==> config.mk <==
export PLATFORM = sky130hd
export DESIGN_NAME = matrix_scan_capture_flat
export DESIGN_NICKNAME = d
export VERILOG_FILES = /design/src/rtl/matrix_scan_capture_if.sv /design/src/rtl/matrix_scan_capture.sv /design/src/flat_wrapper.sv
export SDC_FILE = /design/constraint.sdc
export NUM_CORES = 1
export LEC_CHECK = 0
export BUFFER_PORTS_ARGS = -buffer_cell sky130_fd_sc_hd__buf_2
export CAP_MARGIN = 30
export CORE_MARGIN = 2
export CORE_UTILIZATION = 45
export DETAILED_ROUTE_END_ITERATION = 6
export RECOVER_POWER = 50
export SKIP_CTS_REPAIR_TIMING = 1
export SYNTH_ARGS = -nofsm -noshare
export SYNTH_HDL_FRONTEND = slang
export SYNTH_SLANG_ARGS = --single-unit
==> constraint.sdc <==
create_clock -name clk -period 7.7 [get_ports clk]
set_input_delay 0.77 -clock clk [delete_from_list [all_inputs] [get_ports clk]]
set_output_delay 0.77 -clock clk [all_outputs]
set_load 0.02 [all_outputs]
==> src/rtl/matrix_scan_capture_if.sv <==
// Scan-bus / readback bundle for matrix_scan_capture.
// master: the side driving the matrix pins and reading the frame.
// slave : the capture monitor.
interface matrix_scan_capture_if;
  logic        enable;
  logic [7:0]  dinor;
  logic [15:0] outc;
  logic [2:0]  rd_row;
  logic        err_clr;
  logic [15:0] rd_data;
  logic        frame_done;
  logic [7:0]  frame_count;
  logic        seq_err;
  logic        sel_err;
  logic        frame_blank;

  modport master (
    output enable, dinor, outc, rd_row, err_clr,
    input  rd_data, frame_done, frame_count, seq_err, sel_err, frame_blank
  );

  modport slave (
    input  enable, dinor, outc, rd_row, err_clr,
    output rd_data, frame_done, frame_count, seq_err, sel_err, frame_blank
  );
endinterface

==> src/rtl/matrix_scan_capture.sv <==
// matrix_scan_capture: rebuilds the 8x16 LED matrix frame from the observed
// active-low row select and column data, committing each complete in-order
// scan atomically to a readable buffer.
// Optional feature: define MATRIX_CAP_BLANK_DETECT_EN to enable frame_blank
// (all committed rows zero, updated at each commit); otherwise tied to 0.
module matrix_scan_capture #(
  parameter int unsigned SETTLE        = 1,
  parameter int unsigned BLANK_TIMEOUT = 16
) (
  input logic                  clk,
  input logic                  rst,
  matrix_scan_capture_if.slave bus
);

  localparam logic [3:0] SETTLE_C     = 4'(SETTLE);
  localparam logic [7:0] TIMEOUT_LAST = 8'(BLANK_TIMEOUT - 1);

  typedef enum logic [1:0] {IDLE, HUNT, ACQ} state_t;

  state_t      state_q, state_d;
  logic [7:0]  dinor_q;
  logic [15:0] outc_q;
  logic [3:0]  zeros;
  logic [2:0]  row;
  logic        row_valid, row_blank, row_illegal;
  logic [3:0]  stab_q, stab_d;
  logic [2:0]  prev_row_q;
  logic        same_row, capture;
  logic [7:0]  blank_q, blank_d;
  logic        timeout;
  logic [2:0]  exp_row_q, exp_row_d;
  logic        shadow_we, shadow_clr, commit, seq_set;
  logic [15:0] shadow_q   [8];
  logic [15:0] frame_q    [8];
  logic [15:0] next_frame [8];
  logic [15:0] rd_data_q;
  logic        frame_done_q;
  logic [7:0]  frame_count_q;
  logic        seq_err_q, sel_err_q;

  // Register the observed pins once; everything below decodes the copies.
  always_ff @(posedge clk or negedge rst) begin
    if (!rst) begin
      dinor_q <= '1;
      outc_q  <= '0;
    end else begin
      dinor_q <= bus.dinor;
      outc_q  <= bus.outc;
    end
  end

  // Row decode: exactly one low bit is a valid row, all-ones is blank.
  always_comb begin
    zeros = '0;
    row   = '0;
    for (int unsigned i = 0; i < 8; i++) begin
      if (!dinor_q[i]) begin
        zeros = zeros + 4'd1;
        row   = 3'(i);
      end
    end
  end

  assign row_valid   = (zeros == 4'd1);
  assign row_blank   = !row_valid;
  assign row_illegal = !row_valid && (dinor_q != '1);

  // Dwell counter saturates at SETTLE so a held row is captured only once.
  assign same_row = (stab_q != '0) && (row == prev_row_q);

  always_comb begin
    stab_d = '0;
    if (row_valid) begin
      if (!same_row)             stab_d = 4'd1;
      else if (stab_q == SETTLE_C) stab_d = stab_q;
      else                       stab_d = stab_q + 4'd1;
    end
  end

  assign capture = row_valid && (stab_d == SETTLE_C) && !(same_row && (stab_q == SETTLE_C));

  // Consecutive blank/illegal cycles while acquiring.
  assign blank_d = (state_q == ACQ && row_blank) ? blank_q + 8'd1 : '0;
  assign timeout = (state_q == ACQ) && row_blank && (blank_q == TIMEOUT_LAST);

  // Sequencer next-state and control strobes.
  always_comb begin
    state_d    = state_q;
    exp_row_d  = exp_row_q;
    shadow_we  = 1'b0;
    shadow_clr = 1'b0;
    commit     = 1'b0;
    seq_set    = 1'b0;
    if (!bus.enable) begin
      state_d    = IDLE;
      exp_row_d  = '0;
      shadow_clr = 1'b1;
    end else begin
      case (state_q)
        IDLE: state_d = HUNT;
        HUNT: begin
          if (capture && row == 3'd0) begin
            shadow_we = 1'b1;
            exp_row_d = 3'd1;
            state_d   = ACQ;
          end
        end
        ACQ: begin
          if (capture) begin
            if (row == exp_row_q) begin
              shadow_we = 1'b1;
              exp_row_d = exp_row_q + 3'd1;
              commit    = (row == 3'd7);
            end else begin
              seq_set = 1'b1;
              if (row == 3'd0) begin
                // Out-of-order row 0 restarts the frame immediately.
                shadow_we = 1'b1;
                exp_row_d = 3'd1;
              end else begin
                exp_row_d = '0;
                state_d   = HUNT;
              end
            end
          end else if (timeout) begin
            seq_set   = 1'b1;
            exp_row_d = '0;
            state_d   = HUNT;
          end
        end
        default: state_d = IDLE;
      endcase
    end
  end

  // Sequencer state, expected row, dwell and blank counters.
  always_ff @(posedge clk or negedge rst) begin
    if (!rst) begin
      state_q    <= IDLE;
      exp_row_q  <= '0;
      stab_q     <= '0;
      prev_row_q <= '0;
      blank_q    <= '0;
    end else begin
      state_q   <= state_d;
      exp_row_q <= exp_row_d;
      stab_q    <= stab_d;
      blank_q   <= blank_d;
      if (row_valid) prev_row_q <= row;
    end
  end

  // Shadow contents as they will be after this cycle's write.
  always_comb begin
    for (int unsigned i = 0; i < 8; i++)
      next_frame[i] = (shadow_we && row == 3'(i)) ? outc_q : shadow_q[i];
  end

  // Shadow buffer collects the frame under construction.
  always_ff @(posedge clk or negedge rst) begin
    if (!rst) begin
      for (int unsigned i = 0; i < 8; i++) shadow_q[i] <= '0;
    end else if (shadow_clr) begin
      for (int unsigned i = 0; i < 8; i++) shadow_q[i] <= '0;
    end else if (shadow_we) begin
      shadow_q[row] <= outc_q;
    end
  end

  // Committed buffer and registered read port; on the commit edge the read
  // is served from the incoming frame so new data appears without a bubble.
  always_ff @(posedge clk or negedge rst) begin
    if (!rst) begin
      for (int unsigned i = 0; i < 8; i++) frame_q[i] <= '0;
      rd_data_q <= '0;
    end else begin
      if (commit) begin
        for (int unsigned i = 0; i < 8; i++) frame_q[i] <= next_frame[i];
        rd_data_q <= next_frame[bus.rd_row];
      end else begin
        rd_data_q <= frame_q[bus.rd_row];
      end
    end
  end

  // Commit pulse, frame counter and sticky error flags (set beats clear).
  always_ff @(posedge clk or negedge rst) begin
    if (!rst) begin
      frame_done_q  <= 1'b0;
      frame_count_q <= '0;
      seq_err_q     <= 1'b0;
      sel_err_q     <= 1'b0;
    end else begin
      frame_done_q <= commit;
      if (commit) frame_count_q <= frame_count_q + 8'd1;
      if (seq_set)          seq_err_q <= 1'b1;
      else if (bus.err_clr) seq_err_q <= 1'b0;
      if (row_illegal)      sel_err_q <= 1'b1;
      else if (bus.err_clr) sel_err_q <= 1'b0;
    end
  end

`ifdef MATRIX_CAP_BLANK_DETECT_EN
  logic frame_blank_q;
  logic next_zero;

  // All-zero detect over the frame being committed.
  always_comb begin
    next_zero = 1'b1;
    for (int unsigned i = 0; i < 8; i++)
      if (next_frame[i] != '0) next_zero = 1'b0;
  end

  // frame_blank holds its value between commits.
  always_ff @(posedge clk or negedge rst) begin
    if (!rst)        frame_blank_q <= 1'b0;
    else if (commit) frame_blank_q <= next_zero;
  end

  assign bus.frame_blank = frame_blank_q;
`else
  assign bus.frame_blank = 1'b0;
`endif

  assign bus.rd_data     = rd_data_q;
  assign bus.frame_done  = frame_done_q;
  assign bus.frame_count = frame_count_q;
  assign bus.seq_err     = seq_err_q;
  assign bus.sel_err     = sel_err_q;

endmodule

==> src/flat_wrapper.sv <==
// flat-port wrapper written by rule: the top's interface ports become plain ports
module matrix_scan_capture_flat 
#(
  parameter int unsigned SETTLE        = 1,
  parameter int unsigned BLANK_TIMEOUT = 16
)
  (clk, rst, bus_enable, bus_dinor, bus_outc, bus_rd_row, bus_err_clr, bus_rd_data, bus_frame_done, bus_frame_count, bus_seq_err, bus_sel_err, bus_frame_blank);
  matrix_scan_capture_if bus_i ();
  input logic clk;
  input logic rst;
  input wire logic [$bits(bus_i.enable)-1:0] bus_enable;
  input wire logic [$bits(bus_i.dinor)-1:0] bus_dinor;
  input wire logic [$bits(bus_i.outc)-1:0] bus_outc;
  input wire logic [$bits(bus_i.rd_row)-1:0] bus_rd_row;
  input wire logic [$bits(bus_i.err_clr)-1:0] bus_err_clr;
  output wire logic [$bits(bus_i.rd_data)-1:0] bus_rd_data;
  output wire logic [$bits(bus_i.frame_done)-1:0] bus_frame_done;
  output wire logic [$bits(bus_i.frame_count)-1:0] bus_frame_count;
  output wire logic [$bits(bus_i.seq_err)-1:0] bus_seq_err;
  output wire logic [$bits(bus_i.sel_err)-1:0] bus_sel_err;
  output wire logic [$bits(bus_i.frame_blank)-1:0] bus_frame_blank;
  assign bus_i.enable = bus_enable;
  assign bus_i.dinor = bus_dinor;
  assign bus_i.outc = bus_outc;
  assign bus_i.rd_row = bus_rd_row;
  assign bus_i.err_clr = bus_err_clr;
  assign bus_rd_data = bus_i.rd_data;
  assign bus_frame_done = bus_i.frame_done;
  assign bus_frame_count = bus_i.frame_count;
  assign bus_seq_err = bus_i.seq_err;
  assign bus_sel_err = bus_i.sel_err;
  assign bus_frame_blank = bus_i.frame_blank;
  matrix_scan_capture #(.SETTLE(SETTLE), .BLANK_TIMEOUT(BLANK_TIMEOUT)) u_core (.clk(clk), .rst(rst), .bus(bus_i));
endmodule
; Yosys cells after proc, flatten, opt, wreduce, memory -nomap -nowiden
; Cells that the tools add are included.
[word_totals]
reg_bits = 327
latchBits = 0
mem_bits_rw = 0
mem_bits_ro = 0
in_bits = 31
output_inout_bits = 28
word_cells = 163
mem_count = 0
[op_classes]
add_sub_neg = 11
n_mul = 0
n_div = 0
order_cmp = 3
eq_ne = 22
n_shift = 0
mux = 71
n_bitwise = 2
reduce_logical = 26
[op_table]
columns = operator, count
row1 = two-way mux 128 bit, 2
row2 = two-way mux 16 bit, 14
row3 = bitwise mux 128 bit, 1
row4 = binary-select mux 16 bit (select 3 bit), 2
row5 = demux 16 bit (select 3 bit), 1
row6 = two-way mux 4 bit, 10
row7 = two-way mux 3 bit, 11
row8 = "adder 4 x 1 -> 4 bit, second input constant", 7
row9 = two-way mux 1 bit, 20
row10 = logical AND 1 bit, 17
row11 = "adder 8 x 1 -> 8 bit, second input constant", 2
row12 = "equality test 3 bit, second input constant", 4
row13 = "equality test 4 x 1 -> 1 bit, second input constant", 3
row14 = two-way mux 2 bit, 6
row15 = "equality test 8 x 4 -> 1 bit, second input constant", 1
row16 = ">= comparator 4 bit, second input constant", 2
row17 = two-way mux 8 bit, 1
row18 = "!= test 4 bit, second input constant", 2
row19 = "!= test 8 bit, second input constant", 1
row20 = inverter 3 -> 4 bit, 2
row21 = "equality test 3 x 2 -> 1 bit, second input constant", 2
row22 = equality test 3 bit, 2
row23 = case mux 2 bit (3 select lines), 1
row24 = case mux 3 bit (2 select lines), 1
row25 = other kinds (18), 20

; Depth between registers and ports, before layout
; Gate-level depths: netlist (run 1).
[depth]
depth_word = 30
depth_mapped = 27
mapped_depth_nobuf = 25

; Worst setup path after synthesis (run 1)
; Ideal clock, no wire load.
[synth_path]
path_kind = register to register
from = register u_core.dinor_q[0]
to = register u_core.rd_data_q[14], in the netlist u_core.bus.rd_data[14]
setup_time_ns = 0.096
arrival_ns = 5.503
required_time_ns = 7.604
slack_ns = 2.101
stages_incl_launch_ff = 26
n_path_buf = 2
period_less_slack_ns = 5.599
path_cell_list = dfstp_2 inv_1 ha_1 buf_6 xnor2_1 ha_1 nand2b_1 nand2_1 ha_1 nand2b_1 nand2_1 ha_1 nor2b_1 a21o_1 ha_1 or2_2 o21a_1 ha_1 a2111oi_0 and4_1 nand4_1 buf_2 mux2i_1 nand2b_1 o211a_1 nor4_2
[synth_between]
elab_chain_len = 30
word_cells_on_any_way = 48
classes_between = add/sub: 7 / eq/ne: 2 / mux: 28 / reduce/logical: 11
[synth_rtl]
columns = item, line_no
row1 = from (decl), matrix_scan_capture.sv:21  ; logic [7:0] dinor_q;
row2 = from (signal assigned), matrix_scan_capture.sv:47  ; dinor_q <= bus.dinor;
row3 = two-way mux 1 bit *, matrix_scan_capture.sv:57  ; if (!dinor_q[i]) begin
row4 = adder 1 x 1 -> 2 bit, matrix_scan_capture.sv:58  ; zeros = zeros + 4'd1;
row5 = two-way mux 4 bit *, matrix_scan_capture.sv:57
row6 = adder 4 x 1 -> 4 bit, matrix_scan_capture.sv:58
row7 = two-way mux 4 bit *, matrix_scan_capture.sv:57
row8 = adder 4 x 1 -> 4 bit, matrix_scan_capture.sv:58
row9 = two-way mux 4 bit *, matrix_scan_capture.sv:57
row10 = adder 4 x 1 -> 4 bit, matrix_scan_capture.sv:58
row11 = (+13 left out), --
row12 = two-way mux 1 bit, matrix_scan_capture.sv:102  ; if (capture && row == 3'd0) begin
row13 = case mux 1 bit (2 select lines), matrix_scan_capture.sv:99  ; case (state_q)
row14 = two-way mux 1 bit, matrix_scan_capture.sv:94  ; if (!bus.enable) begin
row15 = logical AND 1 bit, matrix_scan_capture.sv:156  ; next_frame[i] = (shadow_we && row == 3'(i)) ? outc_q : shadow_q[i];
row16 = two-way mux 16 bit, matrix_scan_capture.sv:156
row17 = binary-select mux 16 bit (select 3 bit), matrix_scan_capture.sv:179  ; rd_data_q <= next_frame[bus.rd_row];
row18 = two-way mux 16 bit (implied by the code) (2 in series), matrix_scan_capture.sv:179
row19 = two-way mux 16 bit *, matrix_scan_capture.sv:177  ; if (commit) begin
row20 = to (signal assigned), matrix_scan_capture.sv:179
row21 = to (signal assigned), matrix_scan_capture.sv:181  ; rd_data_q <= frame_q[bus.rd_row];
row22 = to (decl), matrix_scan_capture.sv:36  ; logic [15:0] rd_data_q;
; Mark *: on every way between the ends. The rest lies on a longest branch, timed or not. The select of a mux whose other input is x is not followed.
; A chain may end at the register's enable or synchronous reset.

; Worst setup path in the final report (run 1)
[layout_path]
from = register u_core.dinor_q[0]
to = register u_core.rd_data_q[6], in the netlist u_core.bus.rd_data[6]
; The elaborated chain is that of the path after synthesis.

==> summary.md, run 1 <==
| Metric | Value |
|---|---|
| Power Dens Cells | `216.0 mW/mm2` |
| Initial DRC count | `804` |
| FF+latch count, synth | `327` |
| WL final | `43760 um` |
| Reg2Reg Setup Slack | `1.07 ns` |
| Final setup fails | `0` |
| GR Overflow Total | `0` |
| Cell taking the most area after synthesis | `dfrtp_1` |
| Vias per std cell | `5.818` |
| Remaining DRCs | `0` |
| Hold worst-path end | `u_core.dinor_q[7]` |
| Placed inst area | `0.01707 mm2` |
| RSZ-0062 raised after global routing | `false` |
| Inserted Diodes | `0` |
| Int Pwr | `2.916 mW` |
| Storage cell area | `0.008193 mm2` |
| Post-DP HPWL | `25830 um` |
| Register area share after synthesis | `50.00%` |
| Cell area after synthesis | `0.01639 mm2` |
| Layout cell share with drive strength beyond 1 | `16.71%` |
| PortBufs | `57` |
| GRT Total Usage | `23.61%` |
| RR Startpoint | `u_core.dinor_q[0]` |
| CP Max Fanout | `21` |
| Max Freq | `0.1508 GHz` |
| Post-synth EDFFs | `0` |
| Via count | `11700` |
| Top-count cell post-synth | `dfrtp_1` |
| Final ANT Viol Nets | `0` |
| Final hold viol count | `0` |
| WHS Path Cells | `1` |
| Clk buf depth | `3` |
| Violations in the final reports | `capacitance limit, slew limit` |
| Crit path DAT | `7.05 ns` |
| Hold crit path type | `input pin to flop` |
| Die width | `194.8 um` |
| Setup Skew | `0.01383 ns` |
| Final GP Congestion | `0.8350` |
| CP endpoint kind | `flop` |
| Ys async rst share | `100.0%` |
| Pleak | `8.309 nW` |
| Syn-to-layout area delta | `11.20%` |
| Synth Area in Simple Gates | `11.45%` |
| First-pass GRT wire length | `69770 um` |
| CP required | `8.11 ns` |
| Post-Synth XOR/XNOR Area | `1.855%` |
| Net Sw Frac | `25.92%` |
| Logic pwr share | `9.8%` |
| Status | `finished, violations left` |
| Final Hold Slack | `0.3149 ns` |
| Max IR drop VDD | `145.8 uV` |
| Clk_lat worst skew | `0.55 ns` |
| Synth Area in Adders | `1.298%` |
| Clock power frac | `44.5%` |
| Clk slew on worst S/H paths | `0.06 ns` |
| # clock sinks | `327` |
| Netlist cell types | `81` |
| Setup_tns | `0 ns` |
| Avg WL per Cell | `21.76 um` |
| Yosys warning total | `0` |
| Top cells by area, synth | `dfrtp_1, mux2i_1, a22o_1` |
| Final Cycle Share | `86.15%` |
| Post-synthesis mux area share | `14.60%` |
| Rows | `69` |
| CTS tree | `done` |
| CP startpoint kind | `flop` |
| Synth top area share | `48.71%` |
| R2r worst-path depth | `23` |
| Pin count of the biggest net entering global routing | `230` |
| Hold path start | `bus_dinor[7]` |
| Ys flop type | `dfrtp_1` |
| Sequential power share | `45.7%` |
| Most frequent cells after synthesis | `dfrtp_1, nand2_1, o21ai_0, a22o_1, mux2i_1` |
| Final Cell Area | `0.01822 mm2` |
| Switch Pwr | `1.020 mW` |
| Max-Cap Viols | `3` |
| Syn Inst Count | `1522` |
| Min Tclk post-route | `6.633 ns` |
| Fin. max-slew vios | `320` |
| IO Count | `59` |
| Die H | `194.8 um` |
| Slew HR | `-175.5%` |
| Initial core utilization | `45.85%` |
| Largest family of logic cells by synthesized area | `compound AO/OA/AOI/OAI gates` |
| DR pass1 iterations | `5` |
| Filler Cell Count | `3299` |
| Initial antenna violation count | `0` |
| WS Path Type | `flop to flop` |
| H-Tree Level Count | `2` |
| Vias in the first global route | `11870` |
| Compound-cell area share of the yosys netlist | `17.01%` |
| Multi-input logic area | `0.007657 mm2` |
| Synthesized Nets | `1570` |
| Total core area | `0.03574 mm2` |
| Mapped Avg Cell Area | `10.77 um2` |
| Clk root buf | `clkbuf_16` |
| Reg2reg end | `u_core.bus.rd_data[6]` |
| Die area | `0.03796 mm2` |
| TritonCTS Buffers | `38` |
| Slew @ Worst Pin | `4.132 ns` |
| Pwr Total | `3.936 mW` |
| Post-layout nets | `1571` |
[worst max path at each step]
stage	from	end	slack [ns]	cells after the start
2_1_floorplan	u_core.dinor_q[0]	u_core.bus.rd_data[14]	2.10	25
6_report	u_core.dinor_q[0]	u_core.bus.rd_data[6]	1.07	23
3_3_place_gp	u_core.dinor_q[0]	u_core.bus.rd_data[7]	1.30	23
3_5_place_dp	u_core.dinor_q[0]	u_core.bus.rd_data[15]	1.18	23
4_1_cts	u_core.dinor_q[0]	u_core.bus.rd_data[15]	1.15	23
5_1_grt	rst	u_core.outc_q[8]	0.62	2
[layout by cell type (no fill, tap or decap), types with 9 or more instances in the layout]
cell type / netlist / routed
ha_1: 17 / 17
a211oi_1: 16 / 16
nand3_1: 11 / 10
a22o_1: 130 / 130
dfrtp_1: 319 / 319
o211ai_1: 12 / 12
and3_1: 14 / 14
nor2b_1: 11 / 11
mux4_2: 25 / 25
inv_1: 14 / 14
buf_2: 31 / 54
o211a_1: 9 / 9
nor2_1: 75 / 75
clkbuf_1: 75 / 13
o21ai_0: 132 / 132
mux2_2: 54 / 54
mux2i_1: 122 / 122
a21oi_1: 32 / 27
xnor2_1: 16 / 16
nand2b_1: 14 / 14
clkbuf_8: 0 / 11
buf_4: 8 / 24
nand2_1: 248 / 248
clkbuf_16: 0 / 39
[layout make-up]
| class | count | share of cell area [%] |
|---|---|---|
| clock buffers | 60 | 6.392 |
| clock inverters | 7 | 0.2266 |
| inverters | 17 | 0.3502 |
| multi-input cells | 1053 | 42.02 |
| flip-flops and latches | 327 | 44.96 |
| well taps | 461 | 3.165 |
| repair buffers | 86 | 2.884 |
[worst max-delay path, cell delays in order (launching register included)]
cell and delay (ns):
dfstp_2 0.53, inv_1 0.04, ha_1 0.37, xnor2_1 0.35, ha_1 0.30, nand2b_1 0.11, nand2_1 0.08, ha_1 0.30
nand2b_1 0.14, nand2_1 0.10, ha_1 0.31, nor2b_1 0.16, a21o_1 0.20, ha_1 0.28, or2_2 0.29, o21a_1 0.12
ha_1 0.31, a2111oi_0 0.55, and3_1 0.30, nand3_4 0.11, inv_2 0.39, nand2_1 0.60, a211oi_1 0.39, o22ai_1 0.14
[per-layer routing]
| metal | GRT usage, % | wire length (um) | up-vias |
|---|---|---|---|
| li1 | - | - | 5479 |
| met1 | 33.49 | 20500 | 5935 |
| met2 | 38.06 | 20680 | 234 |
| met3 | 4.234 | 1946 | 52 |
| met4 | 5.033 | 633 | 0 |
| met5 | 0 | 0 | - |
[metrics by stage]
| step | utilization (%) | cells | setup slack, ns |
|---|---|---|---|
| after floorplan | - | 1522 | 2.101 |
| after global placement | 47.64 | 1942 | 1.302 |
| after detailed placement | 47.75 | 1944 | 1.182 |
| after CTS | 51.13 | 2011 | 1.145 |
| after global routing | 50.98 | 2011 | 0.6230 |
| final | 50.98 | 2011 | 1.067 |
[registers in the layout, indices dropped and copies added, names as in the netlist]
signal and cells:
u_core.frame_q 128, u_core.shadow_q 128, u_core.bus.rd_data 16, u_core.outc_q 16, u_core.blank_q 8, u_core.bus.frame_count 8
u_core.dinor_q 8, u_core.stab_q 4, u_core.exp_row_q 3, u_core.prev_row_q 3, u_core.state_q 2, u_core.bus.frame_done 1
u_core.bus.sel_err 1, u_core.bus.seq_err 1
[logic make-up (layout without fill, tap and decap cells)]
kind of cell / Yosys count / count (layout)
AND/OR/NAND/NOR: 417 / 417
AO/OA/AOI/OAI: 389 / 389
flip-flops: 327 / 327
multiplexers: 201 / 201
buffers and inverters: 142 / 170
XOR/XNOR: 28 / 28
adder cells (fa/ha/maj): 17 / 17
other: 1 / 1
[power by group through the flow]
| stage | clock network, mW | registers [mW] | logic, mW |
|---|---|---|---|
| floorplan | 0 | 1.80 | 0.273 |
| global placement | 0 | 1.83 | 0.381 |
| detailed placement | 0 | 1.83 | 0.391 |
| CTS | 1.79 | 1.80 | 0.392 |
| global route | 1.87 | 1.80 | 0.430 |
| finish | 1.75 | 1.80 | 0.386 |
Power figures use the tool's default switching activity.
==> run 2: changes to the inputs <==
CORE_UTILIZATION = 57   (was 45)
CTS_BUF_LIST = sky130_fd_sc_hd__clkbuf_16   (was unset)
PLACE_DENSITY = 0.74   (was unset)
SLEW_MARGIN = 20   (was unset)
==> run 2 against run 1 <==
The run still ends with capacitance limit, slew limit left. Register-to-register slack got worse by 0.02 ns. Global-route usage up 5.3 points. Sequential share of layout area up 0.59 points. First-iteration DRC count up 50%. Power shrank 3.1%. Die area down 21%. Critical path depth is 1 higher. Highest routed layer is now met5.
==> summary.md, run 2 (synthesis results as in run 1) <==
| Metric | Value |
|---|---|
| Remaining DRCs | `0` |
| Instance count on the critical path | `24` |
| Initial core utilization | `57.56%` |
| Fin. max-slew vios | `236` |
| Worst Path Buf+Inv | `2` |
| Max-Cap Viols | `2` |
| Storage cell area | `0.008193 mm2` |
| Syn-to-layout area delta | `9.758%` |
| Crit-path max cell delay | `0.69 ns` |
| CP Max Fanout | `10` |
| Pin count of the biggest net entering global routing | `230` |
| Layout cell share with drive strength beyond 1 | `14.29%` |
| WL final | `42660 um` |
| Clock power frac | `42.7%` |
| Vias per std cell | `6.272` |
| Die H | `173.6 um` |
| Reg2reg end | `u_core.bus.rd_data[2]` |
| Top flop regs | `u_core.frame_q x128, u_core.shadow_q x128` |
| Final Core Density | `63.18%` |
| Setup crit end | `u_core.bus.rd_data[2]` |
| TritonCTS Buffers | `36` |
| GRT Total Usage | `28.92%` |
| DR pass1 iterations | `5` |
| Switch Pwr | `1.010 mW` |
| Most used routing layer | `met2` |
| Crit path DAT | `7.04 ns` |
| Worst slack, placed | `1.066 ns` |
| GR Overflow Total | `0` |
| Clk slew on worst S/H paths | `0.06 ns` |
| CP startpoint kind | `flop` |
| Worst setup margin | `1.049 ns` |
| Net Sw Frac | `26.48%` |
| Status | `finished, violations left` |
| CP required | `8.09 ns` |
| Final hold viol count | `0` |
| Min Tclk post-route | `6.651 ns` |
| Post-layout nets | `1570` |
| Inserted Diodes | `0` |
| Final ANT Viol Nets | `0` |
| H-Tree Level Count | `2` |
| Initial DRC count | `1203` |
| Initial antenna violation count | `0` |
| R2r worst-path depth | `24` |
| Avg WL per Cell | `22.09 um` |
| Filler Cell Count | `2254` |
| Hold crit path type | `input pin to flop` |
| Int Pwr | `2.804 mW` |
| Critical-path cell list | `inv_1, ha_1, xnor2_1, ha_1, nand2b_1, nand2_1, ha_1, nand2b_1, nand2_1, ha_1, nor2b_1, a21o_1, ha_1, or2_2, o21a_1, ha_1, a2111oi_0, and4_1, nand4_1, buf_4, mux2i_1, mux2i_1, o211ai_1, o21ai_0` |
| PortBufs | `57` |
| Clk root buf | `clkbuf_16` |
| RSZ-0062 raised after global routing | `false` |
| Setup_tns | `0 ns` |
| CP delay by family, top | `adder cells` |
| Die area | `0.03012 mm2` |
| Setup crit start | `u_core.dinor_q[0]` |
| Setup Skew | `0.02059 ns` |
| Slew @ Worst Pin | `5.475 ns` |
| Final Cell Area | `0.01799 mm2` |
| Post-DP HPWL | `25270 um` |
| Met1 usage | `41.00%` |
| IO Count | `59` |
| Max Freq | `0.1503 GHz` |
| Final GP Congestion | `0.8530` |
| First-pass GRT wire length | `68390 um` |
| Critical Path Most Common Cell | `ha_1` |
| RR Startpoint | `u_core.dinor_q[0]` |
| Power Dens Cells | `212.0 mW/mm2` |
| Pleak | `8.179 nW` |
| Total core area | `0.02847 mm2` |
| CTS tree | `done` |
| Clk_lat worst skew | `0.53 ns` |
| Sequential power share | `47.1%` |
| # clock sinks | `327` |
| Placed inst area | `0.01692 mm2` |
| Max stage delay cell, worst path | `nand4_1` |
| Final Cycle Share | `86.38%` |
| Slew HR | `-265.0%` |
| CP endpoint kind | `flop` |
| Final setup fails | `0` |
| Via count | `12110` |
| Reg2Reg Setup Slack | `1.05 ns` |
| WS Path Type | `flop to flop` |
| Most common cell after layout, fill and taps aside | `dfrtp_1` |
| GRT met2 Usage | `44.63%` |
| Clk buf depth | `3` |
| Max IR drop VDD | `163.6 uV` |
| Vias in the first global route | `12150` |
| Violations in the final reports | `capacitance limit, slew limit` |
| Commonest non-fill, non-tap cells in the layout | `dfrtp_1, nand2_1, o21ai_0` |
| Logic pwr share | `10.2%` |
| Multi-input logic area | `0.007646 mm2` |
| Rows | `62` |
| Die width | `173.6 um` |
| Met3 Use GR | `4.671%` |
## run 2: changes by cell type in the layout (fill, tap and decap cells not counted), sizes merged
cell | before | now
buf | 81 | 56
bufinv | 0 | 1
clkbuf | 65 | 69
clkinv | 6 | 14
inv | 17 | 26
## run 2: through the flow
stage	power, mW	hold slack (ns)	instances
after floorplan	2.075	0.4329	1522
after CTS	3.833	0.3047	1929
after detailed placement	2.211	0.4540	1866
after global placement	2.200	0.4442	1866
after global routing	3.949	0.3300	1931
final	3.813	0.3390	1931
## run 2: how the worst min path moves through the flow
stage / end / cells past startpoint / startpoint
2_1_floorplan: u_core.blank_q[0] / 1 / u_core.blank_q[0]
3_3_place_gp: u_core.blank_q[0] / 1 / u_core.blank_q[0]
3_5_place_dp: u_core.frame_q[113] / 2 / u_core.frame_q[113]
4_1_cts: u_core.outc_q[2] / 1 / rst
5_1_grt: u_core.outc_q[14] / 1 / bus_outc[14]
6_report: u_core.outc_q[8] / 1 / bus_outc[8]
## run 2: cell type report
type	instances	area share, %
well taps	384	2.671
flip-flops and latches	327	45.55
clock buffers	38	5.287
inverters	17	0.3548
clock inverters	25	0.8070
multi-input cells	1053	42.51
repair buffers	87	2.817
## run 2: layer usage
layer | part of all wire (%) | routed length (um) | up-vias
met2 | 46 | 19470 | 476
met3 | 6.9 | 2963 | 112
met4 | 4.0 | 1688 | 2
met5 | 0.091 | 39 | -
met1 | 43 | 18500 | 6040
li1 | - | - | 5482
## run 2: power groups by stage
stage	Sequential, mW	Clock [mW]	Combinational [mW]
after floorplan	1.80	0	0.273
after global placement	1.82	0	0.376
after detailed placement	1.83	0	0.386
after CTS	1.79	1.65	0.389
after global routing	1.80	1.72	0.428
final	1.80	1.63	0.390
